===== config.mk =====
export PLATFORM = sky130hd
export DESIGN_NAME = pri_8to3
export DESIGN_NICKNAME = d
export VERILOG_FILES = /design/src/rtl/pri_8to3.sv
export SDC_FILE = /design/constraint.sdc
export NUM_CORES = 1
export LEC_CHECK = 0
export CAP_MARGIN = 20
export CORE_AREA = 2 2 39 41
export CTS_CLUSTER_DIAMETER = 30
export DETAILED_ROUTE_END_ITERATION = 7
export DIE_AREA = 0 0 41 43
export GPL_TIMING_DRIVEN = 1
export SLEW_MARGIN = 20
export SYNTH_ARGS = -nofsm -noshare
export SYNTH_HDL_FRONTEND = slang
export SYNTH_SLANG_ARGS = --single-unit

===== constraint.sdc =====
create_clock -name clk -period 1 [get_ports clk]
set_input_delay 0.2 -clock clk [delete_from_list [all_inputs] [get_ports clk]]
set_output_delay 0.2 -clock clk [all_outputs]
set_load 0.005 [all_outputs]

===== src/rtl/pri_8to3.sv =====
// Registered 8-input priority encoder: highest-numbered set bit of x -> y, any-bit-set -> Valid.
// Outputs update one clock after x is sampled; synchronous active-low reset clears both.
module pri_8to3 (
  input  logic       clk,
  input  logic       rst_n,
  input  logic [7:0] x,
  output logic [2:0] y,
  output logic       Valid
);

  logic [2:0] y_d;
  logic [2:0] y_q;
  logic       valid_d;
  logic       valid_q;

  // Priority scan from bit 7 down; an empty vector encodes as index 0 with valid low.
  always_comb begin
    y_d     = 3'd0;
    valid_d = |x;
    casez (x)
      8'b1???_????: y_d = 3'd7;
      8'b01??_????: y_d = 3'd6;
      8'b001?_????: y_d = 3'd5;
      8'b0001_????: y_d = 3'd4;
      8'b0000_1???: y_d = 3'd3;
      8'b0000_01??: y_d = 3'd2;
      8'b0000_001?: y_d = 3'd1;
      8'b0000_0001: y_d = 3'd0;
      default:      y_d = 3'd0;
    endcase
  end

  // Output registers; reset wins over the encode at the same edge.
  always_ff @(posedge clk) begin
    if (!rst_n) begin
      y_q     <= 3'd0;
      valid_q <= 1'b0;
    end else begin
      y_q     <= y_d;
      valid_q <= valid_d;
    end
  end

  assign y     = y_q;
  assign Valid = valid_q;

endmodule


; After elaboration in Yosys (flattened, before gate mapping)
; Index checks and enable logic that the tools add are counted.
[totals]
regBits = 4
input_bits = 10
output_inout_bits = 4
word_cells = 10
[op_classes]
eq_ne = 6
n_mux = 1
n_reduce_logical = 1
[ops]
columns = cell, count
row1 = case mux 3 bit (7 select lines), 1
row2 = OR reduction 8 bit, 1
row3 = == test 7 x 1 -> 1 bit (second input constant), 1
row4 = == test 6 x 1 -> 1 bit (second input constant), 1
row5 = == test 5 x 1 -> 1 bit (second input constant), 1
row6 = == test 4 x 1 -> 1 bit (second input constant), 1
row7 = == test 3 x 1 -> 1 bit (second input constant), 1
row8 = == test 2 x 1 -> 1 bit (second input constant), 1

; Logic depth before layout (Yosys ltp)
; Gate-level depths: netlist of the first run.
[depth]
word_depth = 2
depth_mapped = 3
ltp_nobuf = 3

; Worst setup path after synthesis of the first run
; No wires, ideal clock.
[synth_timing]
path_kind = input to register
start = input x[5]
end = register valid_q, in the netlist Valid
setup_time_ps = 120
arrival_time_ps = 778
t_required_ps = 880
path_slack_ps = 103
path_stages = 3
path_buffers = 0
cell_sequence = nor4_2 -> nand2_1 -> o31a_1
[synth_between]
elab_chain_cells = 1
[synth_rtl]
columns = item, line
row1 = "start, declared", 6  ; input logic [7:0] x,
row2 = OR reduction 8 bit, 19  ; valid_d = |x;
row3 = "end signal, assigned", 40  ; valid_q <= valid_d;
row4 = "end, declared", 14  ; logic valid_q;
; No other way between the ends.
; A chain may end at the register's enable or synchronous reset.

; Worst setup path after layout of the first run
[layout_timing]
start = register y_q[0], in the netlist y[0]
end = output y[0]
[layout_rtl]
columns = item, line
row1 = "start, declared", 12  ; logic [2:0] y_q;
row2 = "start signal, assigned", 39  ; y_q <= y_d;
row3 = "end, declared", 7  ; output logic [2:0] y,
; No word-level cell between the ends.

==> qor.csv, run 1 <==
stage,metric,value,unit
run_status,outcome,"finished, final reports clean",
grt,grt_use_total,7.52,%
clocking,cts_tree,done,
detailed_routing,wl_per_cell,9.11,um
synth,netlist.area_leader.share,44.8,%
timing,hold_viol_final,0,
placement,dpl.hpwl,395,um
synth,synth_area,179,um^2
timing,period_needed,0.961,ns
clocking,cts.htree.levels,1,
worst_hold_path,min_path_type,input pin to flip-flop,
detailed_routing,dr.pass1.iters,1,
placement,dp.cells,52,
timing,max_slew.worst_pin.slew,0.229,ns
worst_setup_path,cp_slowest_cell,dfxtp_1,
finish,diodes,0,
timing,fin_ws,0.0388,ns
placement,portBuffers,13,
detailed_routing,viasPerCell,3.91,
finish,mostFrequentLayoutCell,dlygate4sd2_1,
worst_setup_path,critPathMaxFanout,1,
synth,synth_largest_area_cell,dfxtp_1,
die,die_w,41,um
clocking,ctsRootBufferMaster,clkbuf_4,
die,rows,14,
timing,timing.fmax,1040,MHz
finish,final_cell_mix,"6 x dlygate4sd2_1, 4 x dfxtp_1, 4 x buf_4",
finish,nNetsFinal,51,
grt,grt_first_pass_wirelength,807,um
synth,synth_seq_area_share,44.8,%
placement,dpl-instance-area,359,um^2
timing,setup_viol,0,
placement,post-place-ws,-0.449,ns
synth,synth_cells,19,
detailed_routing,drt_iter0_markers,0,
grt,grt_max_degree,5,
detailed_routing,drc,0,
worst_setup_path,critical_path.max_stage_delay,0.28,ns
finish,final_cell_count_no_fill,55,
timing,post-route-period-util,96.1,%
power,p_per_area,1180,mW/mm^2
detailed_routing,wl,501,um
die,die-area,0.00176,mm^2
placement,gp_congestion,0.746,
grt,overflow,0,
synth,synth_seq_cells,4,
clocking,postCtsHoldBufs,0,
worst_setup_path,critical_path_arrival,0.76,ns
power,power,0.459,mW
power,irDropWorstVdd,0.000221,V
timing,maxSlewViolCount,0,
power,p_leak,0.186,nW
detailed_routing,ant_nets,0,
finish,areaGrowthSynthToFinish,118,%
finish,finalInstanceArea,390,um^2
worst_setup_path,cp_top_family,flip-flops,
finish,layout-drive-gt1-share,33.3,%
detailed_routing,vias,215,
synth,synth_cell_types,14,
synth,yosys_warnings,0,
worst_setup_path,endpoint_kind,output pin,
clocking,numCtsBuffers,3,
clocking,cts_setup_buffers,0,
die,core,0.00138,mm^2
timing,rsz0062_at_grt,no,
worst_setup_path,criticalPathCategory,flip-flop to output pin,
grt,antenna_found_initial,0,
synth,synth_nets,29,
run,drv_cap,0,
worst_setup_path,required,0.80,ns
synth,synth.top_cells.by_area,"dfxtp_1 45%, o31a_1 9.8%, nor4_2 7.0%",
synth,synth_area_per_cell,9.42,um^2
die,start_util,12.9,%
worst_setup_path,cp_cell_sequence,dlygate4sd2_1,
die,pin_count,14,
clocking,clockBufferDepth,2,
die,die_y,43,um
worst_setup_path,cp_num_buf_inv,1,
timing,maxSlewHeadroom,84.6,%
clocking,path_clk_slew,0.04,ns
clocking,clock_sinks,4,
worst_setup_path,cp-start-kind,flip-flop,
finish,fillers,166,
grt,grt_pass1_vias,219,
-- cells by family (layout without fill, tap and decap cells) --
| kind of cell | after synthesis | count (layout) | share of synthesized area (%) |
|---|---|---|---|
| AOI/OAI and AO/OA | 5 | 5 | 21.0 |
| buffers and inverters | 1 | 21 | 2.10 |
| DFF | 4 | 4 | 44.8 |
| and+or+nand+nor | 9 | 9 | 32.2 |
-- cell type report --
class	instances	area [um^2]	share of cell area, %
repair buffers	17	153	39.1
multi-input cells	14	111	28.5
flip-flops and latches	4	80.1	20.5
inverters	1	3.75	0.962
clock buffers	3	22.5	5.77
well taps	16	20.0	5.13
-- sequential cells by signal, indices dropped and copies added (netlist names) --
| signal | flops |
|---|---|
| y | 3 |
| Valid | 1 |
-- cell usage after synthesis (all sizes together) --
cell and count:
nor2b 1, inv 1, and3 1, nand2b 1
nor2 2, nand2 1, o31a 2, nor3 1
dfxtp 4, o21ai 1, nor4 1, and2b 1
a211oi 1, o21bai 1
-- worst paths after layout --
path / startpoint / slack, ns / cells past startpoint / to
worst max-delay path: y[0] / 0.04 / 1 / y[0]
worst min-delay path: x[3] / 0.34 / 4 / Valid
-- report_power, final --
group          switching [mW]  leakage [nW]  internal [mW]  total, mW
logic                  0.0360         0.138         0.0572     0.0932
clock network          0.0587        0.0138          0.134      0.192
registers             0.00192        0.0337          0.171      0.173
-- metal layers --
layer	wire length, um	global-route usage [%]	part of all wire (%)	vias up
li1	-	-	-	109
met1	185	7.69	37	97
met4	0	12.0	0	0
met2	284	10.3	57	9
met5	0	0	0	-
met3	31	0	6.2	0
-- metrics by stage --
stage,hold slack [ns],setup TNS [ns],utilization (%)
detailed placement,0.813,-1.43,25.9
CTS,0.462,0,27.1
global route,0.364,0,28.2
floorplan,0.328,0,-
global placement,0.813,-1.31,25.9
finish,0.344,0,28.2
-- what timing repair did --
action / 4_1_cts / 5_1_grt
pin swaps: 2 / 3
resized for setup: 10 / 8
gates cloned: 0 / 0
endpoints found under the setup margin: 7 / 4
(Power assumes the default switching activity.)
==> run 2: changes to the inputs <==
--- a/config.mk
+++ b/config.mk
@@ -11,6 +11,7 @@
 export DETAILED_ROUTE_END_ITERATION = 7
 export DIE_AREA = 0 0 41 43
 export GPL_TIMING_DRIVEN = 1
+export REMOVE_ABC_BUFFERS = 1
 export SLEW_MARGIN = 20
 export SYNTH_ARGS = -nofsm -noshare
 export SYNTH_HDL_FRONTEND = slang
==> results of run 2 <==
Same layout as run 1: the final DEF is identical, and so are final timing and power.
